### config.mk
export PLATFORM = sky130hd
export DESIGN_NAME = intorec_sched
export DESIGN_NICKNAME = d
export VERILOG_FILES = /design/src/rtl/intorec_sched_pkg.sv /design/src/rtl/intorec_sched_rr_arb.sv /design/src/rtl/intorec_sched.sv
export SDC_FILE = /design/constraint.sdc
export NUM_CORES = 1
export LEC_CHECK = 0
export CAP_MARGIN = 15
export CORE_AREA = 2 2 193 195
export CTS_CLUSTER_DIAMETER = 50
export DETAILED_ROUTE_END_ITERATION = 12
export DIE_AREA = 0 0 195 197
export MAX_ROUTING_LAYER = met4
export PLACE_DENSITY = 0.62
export SETUP_SLACK_MARGIN = 0.15
export SLEW_MARGIN = 20
export SYNTH_ARGS = -nofsm -noshare
export SYNTH_HDL_FRONTEND = slang
export SYNTH_SLANG_ARGS = --single-unit
export TNS_END_PERCENT = 100
### constraint.sdc
create_clock -name clock -period 9.8 [get_ports clock]
set_input_delay 1.96 -clock clock [delete_from_list [all_inputs] [get_ports clock]]
set_output_delay 1.96 -clock clock [all_outputs]
set_load 0.02 [all_outputs]
### src/rtl/intorec_sched_pkg.sv
// Shared constants, state encoding and helpers for the
// iNToRecFN sharing scheduler.
package intorec_sched_pkg;

   localparam logic [2:0] RM_NEAR_EVEN   = 3'b000;
   localparam logic [2:0] RM_MINMAG      = 3'b001;
   localparam logic [2:0] RM_MIN         = 3'b010;
   localparam logic [2:0] RM_MAX         = 3'b011;
   localparam logic [2:0] RM_NEAR_MAXMAG = 3'b100;
   localparam logic [2:0] RM_ODD         = 3'b110;

   localparam int FLAGS_W = 5;

   typedef enum logic [1:0] {
      RUN   = 2'd0,
      DRAIN = 2'd1,
      HALT  = 2'd2
   } state_e;

   function automatic int clog2(input int n);
      int r;
      r = 0;
      for (int i = 0; i < 31; i++) begin
         if ((1 << i) < n) r = i + 1;
      end
      return r;
   endfunction

endpackage

### src/rtl/intorec_sched_rr_arb.sv
// Round-robin arbiter: search starts at the index after the last
// grant; the pointer advances only when a grant is issued.
module intorec_rr_arb
   import intorec_sched_pkg::*;
#(
   parameter  int N = 4,
   localparam int W = clog2(N)
) (
   input  logic         clock,
   input  logic         reset,
   input  logic [N-1:0] req,
   input  logic         en,
   output logic [N-1:0] grant,
   output logic [W-1:0] grant_idx
);

   logic [W-1:0] ptr_q;
   logic [W-1:0] ptr_d;
   logic         found;
   int           j;

   always_comb begin
      found     = 1'b0;
      grant     = '0;
      grant_idx = '0;
      j         = 0;
      for (int i = 0; i < N; i++) begin
         j = int'(ptr_q) + i;
         if (j >= N) j = j - N;
         if (!found && en && req[j]) begin
            found     = 1'b1;
            grant[j]  = 1'b1;
            grant_idx = W'(j);
         end
      end
      ptr_d = ptr_q;
      if (found) begin
         ptr_d = (int'(grant_idx) == N - 1) ? '0 : grant_idx + 1'b1;
      end
   end

   always_ff @(posedge clock) begin
      if (reset) ptr_q <= '0;
      else       ptr_q <= ptr_d;
   end

endmodule

### src/rtl/intorec_sched.sv
// Shares one pipelined iNToRecFN converter among NUM_REQ requesters.
// Define INTOREC_SCHED_STATS_EN to add issue/contention counters.
module intorec_sched
   import intorec_sched_pkg::*;
#(
   parameter int NUM_REQ   = 4,
   parameter int INT_WIDTH = 64,
   parameter int EXP_WIDTH = 11,
   parameter int SIG_WIDTH = 53,
   parameter int LATENCY   = 3
) (
   input  logic                           clock,
   input  logic                           reset,
   input  logic [NUM_REQ-1:0]             req_valid,
   output logic [NUM_REQ-1:0]             req_ready,
   input  logic [NUM_REQ-1:0]             req_signed,
   input  logic [NUM_REQ*INT_WIDTH-1:0]   req_in,
   input  logic [NUM_REQ*3-1:0]           req_rm,
   output logic                           cv_valid,
   output logic                           cv_signedIn,
   output logic [INT_WIDTH-1:0]           cv_in,
   output logic [2:0]                     cv_roundingMode,
   input  logic [EXP_WIDTH+SIG_WIDTH:0]   cv_out,
   input  logic [4:0]                     cv_exceptionFlags,
   output logic [NUM_REQ-1:0]             rsp_valid,
   output logic [EXP_WIDTH+SIG_WIDTH:0]   rsp_out,
   output logic [4:0]                     rsp_flags,
   input  logic                           flush_req,
   output logic                           flush_done
`ifdef INTOREC_SCHED_STATS_EN
   ,
   output logic [31:0]                    stat_issued,
   output logic [31:0]                    stat_contend
`endif
);

   localparam int TAG_W = clog2(NUM_REQ);
   localparam int RES_W = EXP_WIDTH + SIG_WIDTH + 1;

   state_e                       state_q, state_d;
   logic                         flush_done_q, flush_done_d;
   logic                         cv_signed_q, cv_signed_d;
   logic [INT_WIDTH-1:0]         cv_in_q, cv_in_d;
   logic [2:0]                   cv_rm_q, cv_rm_d;
   logic [LATENCY:0]             pv_q, pv_d;
   logic [LATENCY:0][TAG_W-1:0]  pt_q, pt_d;
   logic [NUM_REQ-1:0]           rsp_valid_q, rsp_valid_d;
   logic [RES_W-1:0]             rsp_out_q, rsp_out_d;
   logic [FLAGS_W-1:0]           rsp_flags_q, rsp_flags_d;

   logic                         arb_en;
   logic                         xfer;
   logic [NUM_REQ-1:0]           grant;
   logic [TAG_W-1:0]             gidx;

   assign arb_en = (state_q == RUN) && !flush_req && !reset;

   intorec_rr_arb #(.N(NUM_REQ)) u_arb (
      .clock     (clock),
      .reset     (reset),
      .req       (req_valid),
      .en        (arb_en),
      .grant     (grant),
      .grant_idx (gidx)
   );

   assign xfer = |grant;

   always_comb begin
      cv_signed_d = cv_signed_q;
      cv_in_d     = cv_in_q;
      cv_rm_d     = cv_rm_q;
      if (xfer) begin
         cv_signed_d = req_signed[gidx];
         cv_in_d     = req_in[gidx*INT_WIDTH +: INT_WIDTH];
         cv_rm_d     = req_rm[gidx*3 +: 3];
      end

      // Stage 0 mirrors cv_valid; stage LATENCY lines up with cv_out.
      pv_d    = {pv_q[LATENCY-1:0], xfer};
      pt_d    = pt_q;
      pt_d[0] = gidx;
      for (int k = 1; k <= LATENCY; k++) pt_d[k] = pt_q[k-1];

      rsp_valid_d = '0;
      rsp_out_d   = rsp_out_q;
      rsp_flags_d = rsp_flags_q;
      if (pv_q[LATENCY]) begin
         rsp_valid_d[pt_q[LATENCY]] = 1'b1;
         rsp_out_d                  = cv_out;
         rsp_flags_d                = cv_exceptionFlags;
      end

      state_d = state_q;
      case (state_q)
         RUN:     if (flush_req) state_d = DRAIN;
         DRAIN:   if (pv_q == '0) state_d = HALT;
         HALT:    if (!flush_req) state_d = RUN;
         default: state_d = RUN;
      endcase
      flush_done_d = (state_d == HALT);
   end

`ifdef INTOREC_SCHED_STATS_EN
   logic [31:0] stat_issued_q, stat_issued_d;
   logic [31:0] stat_contend_q, stat_contend_d;
   int          nreq;

   always_comb begin
      nreq = 0;
      for (int i = 0; i < NUM_REQ; i++) nreq = nreq + int'(req_valid[i]);
      stat_issued_d  = stat_issued_q + 32'(xfer);
      stat_contend_d = stat_contend_q
                     + 32'((state_q == RUN) && (nreq >= 2));
   end

   always_ff @(posedge clock) begin
      if (reset) begin
         stat_issued_q  <= '0;
         stat_contend_q <= '0;
      end else begin
         stat_issued_q  <= stat_issued_d;
         stat_contend_q <= stat_contend_d;
      end
   end

   assign stat_issued  = stat_issued_q;
   assign stat_contend = stat_contend_q;
`endif

   always_ff @(posedge clock) begin
      if (reset) begin
         state_q      <= RUN;
         flush_done_q <= 1'b0;
         cv_signed_q  <= 1'b0;
         cv_in_q      <= '0;
         cv_rm_q      <= '0;
         pv_q         <= '0;
         pt_q         <= '0;
         rsp_valid_q  <= '0;
         rsp_out_q    <= '0;
         rsp_flags_q  <= '0;
      end else begin
         state_q      <= state_d;
         flush_done_q <= flush_done_d;
         cv_signed_q  <= cv_signed_d;
         cv_in_q      <= cv_in_d;
         cv_rm_q      <= cv_rm_d;
         pv_q         <= pv_d;
         pt_q         <= pt_d;
         rsp_valid_q  <= rsp_valid_d;
         rsp_out_q    <= rsp_out_d;
         rsp_flags_q  <= rsp_flags_d;
      end
   end

   assign req_ready       = grant;
   assign cv_valid        = pv_q[0];
   assign cv_signedIn     = cv_signed_q;
   assign cv_in           = cv_in_q;
   assign cv_roundingMode = cv_rm_q;
   assign rsp_valid       = rsp_valid_q;
   assign rsp_out         = rsp_out_q;
   assign rsp_flags       = rsp_flags_q;
   assign flush_done      = flush_done_q;

endmodule

# Word level (Yosys, flattened, before mapping)
# Index checks and enable logic that the tools add are counted.
# word_totals
rom_bits,0
reg_bits,159
out_inout_bits,148
latch_bits,0
ram_bits,0
mem_count,0
# classes
magnitude_cmp,15
shift,2
mul,1
n_mux,45
n_bitwise,4
n_reduce_logical,23
n_div,0
n_eq_ne,4
n_addsub,8
# op_table
op,count
$shiftx 256x9->64,1
$ge 32x1->1 const B,4
$lt 32x4->1 const B,4
$mux 32,4
$ge 32x4->1 const B,3
$sub 32x4->32 const B,3
$mux 1,18
$mux 2,8
$mux 4,4
$logic_and 1x1->1,14
$or 4x4->4,3
$shiftx 12x5->3,1
$bmux 1 s2,5
$demux 1 s2,5
$add 2x2->3 const B,2
$lt 2x3->1 const B,2
$pmux 2 s3,1
$logic_not 1->1,5
$eq 2x1->1 const B,2
$eq 2x2->1 const B,2
$logic_not 4->1,1
$mul 2x2->4 const B,1
$reduce_or 4->1,1
$sub 2x3->4 const B,1
other kinds (7),7

# Depth between registers and ports, before layout
# Gate-level depths: netlist of the first run.
# depth
ltp_word,21
ltp_mapped,13
mapped_depth_nobuf,9

# Cells and area by module
# Synthesis of the first run repeated with hierarchy kept, for this count alone.
# unflattened
hier_cells,580
hier_area_um2,7324.5
# by_module_without_submodules
module,instances,cells_each,area_each_um2
intorec_sched,1,511,6688.9
intorec_rr_arb,1,69,635.6

# Least setup slack after synthesis of the first run
# OpenSTA, ideal clock, no wires.
# synth_timing
path_type,in2out
startpoint,input port req_valid[2]
endpoint,output port req_ready[2]
path_slack_ns,4.522
path_buffers,2
t_arrival_ns,3.318
cell_stages,5
path_cell_list,buf_2 mux4_2 buf_2 o2111ai_1 and2_1
# synth_via
elab_chain_len,17
elab_cells_between_ends,32
cone_classes,mux: 19; bitwise: 3; reduce/logical: 10
# synth_lines
element,line,source
start: declaration,intorec_sched.sv:14,"input logic [NUM_REQ-1:0] req_valid,"
$bmux 1 s2,intorec_sched_rr_arb.sv:30,if (!found && en && req[j]) begin
$mux 1 (not written as such) (2 in series),intorec_sched_rr_arb.sv:30,
$logic_and 1x1->1,intorec_sched_rr_arb.sv:30,
$mux 1,intorec_sched_rr_arb.sv:30,
$logic_not 1->1,intorec_sched_rr_arb.sv:30,
$logic_and 1x1->1 (2 in series),intorec_sched_rr_arb.sv:30,
$mux 1,intorec_sched_rr_arb.sv:30,
$logic_not 1->1,intorec_sched_rr_arb.sv:30,
$logic_and 1x1->1 (2 in series),intorec_sched_rr_arb.sv:30,
$mux 1,intorec_sched_rr_arb.sv:30,
$logic_not 1->1,intorec_sched_rr_arb.sv:30,
$logic_and 1x1->1 (2 in series),intorec_sched_rr_arb.sv:30,
$mux 4 *,intorec_sched_rr_arb.sv:30,
end: declaration,intorec_sched.sv:15,"output logic [NUM_REQ-1:0] req_ready,"
# Every way passes the cells marked *; elsewhere a longest branch is shown, timed or not. The select of a mux whose other input is x is not followed.

# Final worst setup path of the first run
# layout_timing
startpoint,input port req_valid[2]
endpoint,output port req_ready[3]
# Same word-level chain as after synthesis.

==> qor.csv, run 1 <==
stage,metric,value,unit
power_and_ir_drop,share of power burned in registers,0.341,
final_layout,"most common cell after layout, fill and taps aside",clkdlybuf4s50_1,
final_layout,share of layout cells above drive strength 1,0.0447,
drt,# DRC,0,
die,Die Y-Extent,197,µm
placed_design,dpl ws,3.42,ns
critical_path,Worst setup EP type,output pin,
drt,routed len/inst,19.6,µm
critical_path,CP arrival,4.43,ns
sta,setup TNS,0,ns
synthesis,Mapped Area,0.00834,mm²
clocking,Root Driver,clkbuf_16,
sta,fin crit period,6.39,ns
die,Die X,195,µm
grt,initial antenna violation count,5,
power_and_ir_drop,power after layout,0.00241,W
final_layout,net count reported at finish,1687,
flow_run,max-cap violations,0,
sta,Final Worst Setup Slack,3.41,ns
synthesis,Syn. warnings,0,
die,Ports,497,
placed_design,final HPWL from detailed placement,25700,µm
clocking,Hold Buf Count CTS,0,
critical_path,Max Fanout on Critical Path,17,
critical_path,crit-path cells,clkdlybuf4s50_1 > mux4_2 > nand4bb_1 > o2111ai_1 > and2_1 > clkdlybuf4s50_1,
final_layout,"commonest cells after routing, fill and taps aside","clkdlybuf4s50_1, dfxtp_1, and3_1, a211oi_1, nor2_1",
grt,All-Layer GR Usage,0.183,
synthesis,predominant post-synthesis flop cell,dfxtp_1,
clocking,Clock Latency Late Sink,0.44,ns
final_layout,"Cell Count, Final, Fillers Out",1816,
final_layout,synth-to-layout area growth,69.5,%
power_and_ir_drop,combinational group share of total power,0.377,
critical_path,CP max-delay cell,mux4_2,
critical_path,CP Class,in2out,
power_and_ir_drop,Pint,0.00157,W
critical_path,Crit path depth,6,
power_and_ir_drop,Max VDD drop,0.112,mV
grt,vias in the first global route,8908,
clocking,CTS tree,done,
drt,via/cell ratio,4.97,
die,die area,0.0384,mm²
synthesis,Synth cell types,39,
critical_path,cell family with most CP delay,buffers and inverters,
placed_design,Buffers on Ports,496,
critical_path,most frequent CP cell,clkdlybuf4s50_1,
grt,GRT overflow,0,
clocking,Post-CTS Setup Inserts,0,
clocking,maximum clock insertion buffer count,2,
sta,fin. max-slew vios,0,
die,num rows,70,
synthesis,post-synthesis instance total,914,
grt,first-pass GRT wire length,52600,µm
die,Initial Util,0.230,
sta,final setup violating endpoints,0,
run_status,outcome,completed,
critical_path,Critical Path Max Stage Delay,0.69,ns
power_and_ir_drop,Clock Power Share,0.282,
power_and_ir_drop,sw frac,0.350,
synthesis,synthesized flop and latch total,159,
clocking,Sink Count,159,
sta,final hold violation count,0,
clocking,TritonCTS buffer count,17,
clocking,CTS resizes,0,
hold_path,hold path cells,1,
critical_path,CP bufs+invs,2,
sta,fmax,156,MHz
power_and_ir_drop,PwrDens,171,mW/mm²
clocking,clock-pin slew on the worst setup and hold paths,0.07,ns
critical_path,worst reg-to-reg path cell count,10,
sta,Slew HR,0.371,
synthesis,Post-synth ARST share,0,
clocking,CTS HTree Levels,4,
grt,largest net degree at the start of global routing,115,
sta,clock skew,0.00844,ns
critical_path,Worst Setup Start Kind,input port,
hold_path,min-delay worst type,reg2reg,
power_and_ir_drop,switching power,0.000846,W
die,Core Region,0.0363,mm²
synthesis,syn_nets,1271,
drt,total number of vias,9017,
drt,starting DRC count in detailed routing,406,
sta,RSZ-0062 raised after global routing,no,
placed_design,Placer Congestion,0.808,
synthesis,register area share after synthesis,0.382,
critical_path,WP data required,7.84,ns
synthesis,average size of a mapped cell,9.13,µm²
drt,Post-DRT Antenna Nets,0,
placed_design,# placed instances,1779,
drt,First-pass DRT Iterations,5,
drt,WL final,35600,µm
synthesis,number of flops mapped to enable cells by yosys,0,
sta,worst-margin pin slew,0.943,ns
power_and_ir_drop,leakage,4.96,nW
sta,fin crit share,0.652,
[kinds of logic after synthesis]
| family | synth area share |
|---|---|
| adders and majority gates | 0.0120 |
| AOI/OAI and AO/OA | 0.208 |
| DFF | 0.382 |
| and+or+nand+nor | 0.241 |
| buffers and inverters | 0.0593 |
| muxes | 0.0974 |
| xor gates and xnor gates | 0.00105 |
[cells in the mapped netlist, types with 2 or more instances]
master / count / area [µm²]
buf_6: 3 / 33.8
nor2_1: 80 / 300
clkbuf_1: 73 / 274
o31ai_1: 68 / 510
nand4bb_1: 4 / 45.0
a211oi_1: 137 / 1030
ha_1: 8 / 100
a22oi_2: 2 / 25.0
o2111ai_1: 4 / 35.0
inv_1: 4 / 15.0
o211ai_1: 2 / 15.0
a21oi_1: 2 / 10.0
mux2i_1: 71 / 711
nand2_1: 13 / 48.8
dfxtp_1: 159 / 3180
mux4_2: 4 / 90.1
and2_1: 5 / 31.3
buf_2: 23 / 115
buf_4: 2 / 15.0
and3_1: 137 / 857
o21a_1: 6 / 45.0
nor2b_1: 13 / 81.3
buf_1: 10 / 37.5
nand4b_1: 69 / 604
[final cells by class]
| type | count | area [µm²] |
|---|---|---|
| Fill cell | 3650 | 22100 |
| Timing Repair Buffer | 508 | 5050 |
| Multi-Input combinational cell | 639 | 4680 |
| Sequential cell | 159 | 3190 |
| Tap cell | 468 | 586 |
| Clock buffer | 17 | 425 |
| Clock inverter | 15 | 171 |
| Inverter | 5 | 18.8 |
| Antenna cell | 5 | 12.5 |
[layer usage]
metal  global-route usage  vias up  part of all wire
met1                0.201     4233              0.40
met4               0.0659        0             0.024
met5                    -        -                 0
li1                     -     4329                 -
met3               0.0652       46             0.089
met2                0.306      409              0.49
[worst paths after layout]
kind                                     end           start  slack (ns)
worst max-delay path            req_ready[3]    req_valid[2]        3.41
worst min-delay path                 pt_d[5]         pt_d[3]        0.44
worst max register to register     cv_in[30]  u_arb.ptr_q[0]        4.89
worst min register to register       pt_d[5]         pt_d[3]        0.44
[state kept, by name (all words and copies together), names as in the netlist, 2 cells and up]
name and cells:
rsp_valid 4, pt_q 2, rsp_flags 5, rsp_out 65, pv_q 4, state_q 2, cv_roundingMode 3, cv_in 64
u_arb.ptr_q 2, pt_d 6
[power groups by stage]
stage               Clock, W  Sequential, W  Combinational [W]
global route        0.000737       0.000836           0.000971
CTS                 0.000706       0.000823           0.000921
global placement           0       0.000832           0.000915
finish              0.000681       0.000823           0.000911
detailed placement         0       0.000836           0.000916
floorplan                  0       0.000953           0.000337
[through the flow]
stage                     utilization  cell area, µm²  hold WS (ns)
after floorplan                     -            8340         0.414
after global placement          0.373           13500         0.418
after detailed placement        0.373           13500         0.427
after CTS                       0.389           14100         0.444
after global routing            0.390           14100         0.453
final                           0.390           14100         0.437
Power figures use the tool's default switching activity.
==> inputs of run 2 (changes only) <==
- PLACE_DENSITY: 0.62 -> 0.64
- clock period: 9.8 -> 5.5 ns (I/O delays scaled with it)
==> qor.csv, run 2 (same netlist as run 1, synthesis figures left out) <==
stage,metric,value,unit,change
critical_path,launch point of the worst reg-to-reg path,u_arb.ptr_q[0],,
hold_path,min-delay worst type,reg2reg,,
run_status,outcome,completed,,
power_and_ir_drop,Clock Power Share,0.266,,-0.016
grt,initial antenna violation count,3,,-2
critical_path,CP Class,reg2out,,
critical_path,Critical path origin,u_arb.ptr_q[0],,
grt,vias in the first global route,8909,,+0.011%
drt,Routed met2 length,18100,µm,+3.3%
critical_path,Worst Setup Start Kind,flop,,
die,die area,0.0384,mm²,unchanged
final_layout,Largest register FFs,65,,unchanged
sta,fin crit share,0.898,,
drt,Post-DRT Antenna Nets,0,,unchanged
die,Ports,497,,unchanged
clocking,CTS resizes,0,,unchanged
critical_path,Max Fanout on Critical Path,17,,unchanged
power_and_ir_drop,leakage,5.01,nW,+0.87%
clocking,maximum clock insertion buffer count,2,,unchanged
drt,wl on met1,14700,µm,+4.6%
power_and_ir_drop,Pint,0.00275,W,+76%
grt,All-Layer GR Usage,0.186,,+0.00272
clocking,CTS HTree Levels,4,,unchanged
clocking,Root Driver,clkbuf_16,,
sta,fin. max-slew vios,0,,unchanged
drt,First-pass DRT Iterations,5,,unchanged
critical_path,WP data required,4.40,ns,-3.44 ns
power_and_ir_drop,share of power burned in registers,0.347,,+0.006
placed_design,Buffers on Ports,496,,unchanged
power_and_ir_drop,combinational group share of total power,0.387,,+0.010
grt,first-pass GRT wire length,53200,µm,+1.1%
die,Initial Util,0.230,,unchanged
drt,met3 WL,2840,µm,-10%
sta,Slew HR,0.409,,+0.0378
critical_path,r2r setup slk,1.39,ns,-3.50 ns
final_layout,"commonest cells after routing, fill and taps aside","clkdlybuf4s50_1, dfxtp_1, and3_1, a211oi_1, nor2_1",,
sta,final setup violating endpoints,0,,unchanged
die,Core Region,0.0363,mm²,unchanged
power_and_ir_drop,sw frac,0.354,,+0.00388
drt,WL final,36300,µm,+2.0%
sta,worst-margin pin slew,0.886,ns,-0.0567 ns
die,Die X,195,µm,unchanged
critical_path,CP arrival,3.84,ns,-0.59 ns
final_layout,"most common cell after layout, fill and taps aside",clkdlybuf4s50_1,,
drt,via/cell ratio,5.01,,+0.90%
placed_design,Placer Congestion,0.874,,+8.1%
power_and_ir_drop,Max VDD drop,0.188,mV,+68%
clocking,Hold Buf Count CTS,0,,unchanged
final_layout,fillers,3686,,+0.99%
die,num rows,70,,unchanged
hold_path,Hold Crit Start,pt_d[5],,
die,Die Y-Extent,197,µm,unchanged
clocking,Sink Count,159,,unchanged
drt,uppermost layer routed,met4,,
critical_path,Worst setup EP type,output pin,,
clocking,Clock Latency Late Sink,0.44,ns,about the same
sta,setup TNS,0,ns,unchanged
drt,routed len/inst,19.9,µm,+1.7%
final_layout,share of layout cells above drive strength 1,0.0503,,+0.00566
power_and_ir_drop,PwrDens,301,mW/mm²,+76%
clocking,TritonCTS buffer count,17,,unchanged
grt,GRT overflow,0,,unchanged
final_layout,net count reported at finish,1695,,+0.47%
sta,RSZ-0062 raised after global routing,no,,
drt,total number of vias,9123,,+1.2%
clocking,clock-pin slew on the worst setup and hold paths,0.07,ns,about the same
power_and_ir_drop,switching power,0.00151,W,+79%
sta,fmax,203,MHz,
clocking,CTS tree,done,,
drt,starting DRC count in detailed routing,423,,+4.2%
sta,fin crit period,4.94,ns,
flow_run,max-cap violations,0,,unchanged
clocking,Post-CTS Setup Inserts,0,,unchanged
sta,clock skew,0.00886,ns,+0.000425 ns
placed_design,final HPWL from detailed placement,26300,µm,+2.3%
drt,# DRC,0,,unchanged
power_and_ir_drop,power after layout,0.00426,W,+77%
sta,final hold violation count,0,,unchanged
grt,largest net degree at the start of global routing,85,,-26%
final_layout,synth-to-layout area growth,70.1,%,
run 2: changes by cell type in the layout (fill, tap and decap cells not counted):
cell / previous run / this run
buf_12: 0 / 4
diode_2: 5 / 2
clkinv_2: 0 / 2
clkinv_8: 2 / 0
inv_6: 4 / 6
inv_4: 1 / 0
buf_4: 13 / 17
bufinv_16: 1 / 0
inv_8: 4 / 2
clkinv_4: 0 / 2
run 2: cell type report:
| type | count | area (µm²) | area share |
|---|---|---|---|
| Timing Repair Buffer | 516 | 5160 | 0.364 |
| Multi-Input combinational cell | 639 | 4680 | 0.330 |
| Sequential cell | 159 | 3190 | 0.225 |
| Tap cell | 468 | 586 | 0.0413 |
| Clock buffer | 17 | 425 | 0.0300 |
| Clock inverter | 15 | 125 | 0.00882 |
| Inverter | 5 | 18.8 | 0.00132 |
| Antenna cell | 2 | 5.00 | 0.000353 |
run 2: path summary, 6_finish.rpt:
kind,to,cells past startpoint
worst max register to register,cv_in[56],9
worst min-delay path,pt_d[7],1
worst max-delay path,req_ready[1],7
worst min register to register,pt_d[7],1
run 2: stage by stage:
stage                     cell area [µm²]  utilization  instances  worst slack, ns  hold WS, ns
after global placement              13600        0.376       1787            0.858        0.419
after detailed placement            13600        0.376       1787            0.818        0.422
after global routing                14200        0.391       1821            0.262        0.458
after CTS                           14200        0.391       1819            0.511        0.438
final                               14200        0.391       1821            0.563        0.434
after floorplan                      8340            -        914             1.94        0.414
run 2: critical path, cell delays in order (launching register included):
cell             delay [ns]
dfxtp_1                0.68
inv_1                  0.30
ha_1                   0.48
mux4_2                 0.69
nand4bb_1              0.25
o2111ai_1              0.13
and2_1                 0.24
clkdlybuf4s50_1        0.62
run 2: power by group through the flow:
stage,combinational (W),clock (W),sequential (W)
after floorplan,0.000600,0,0.00170
after global placement,0.00165,0,0.00150
after detailed placement,0.00165,0,0.00150
after CTS,0.00166,0.00118,0.00148
after global routing,0.00175,0.00122,0.00150
final,0.00165,0.00113,0.00148
run 2: metal layers:
metal	vias to the layer above	global-route usage
met5	-	-
met2	426	0.317
met4	0	0.0630
met3	32	0.0517
met1	4307	0.210
li1	4358	-
==> inputs of run 3 (changes only) <==
- SKIP_CTS_REPAIR_TIMING: default -> 1
==> results of run 3 <==
Final layout, timing and power as in run 2 (identical DEF).
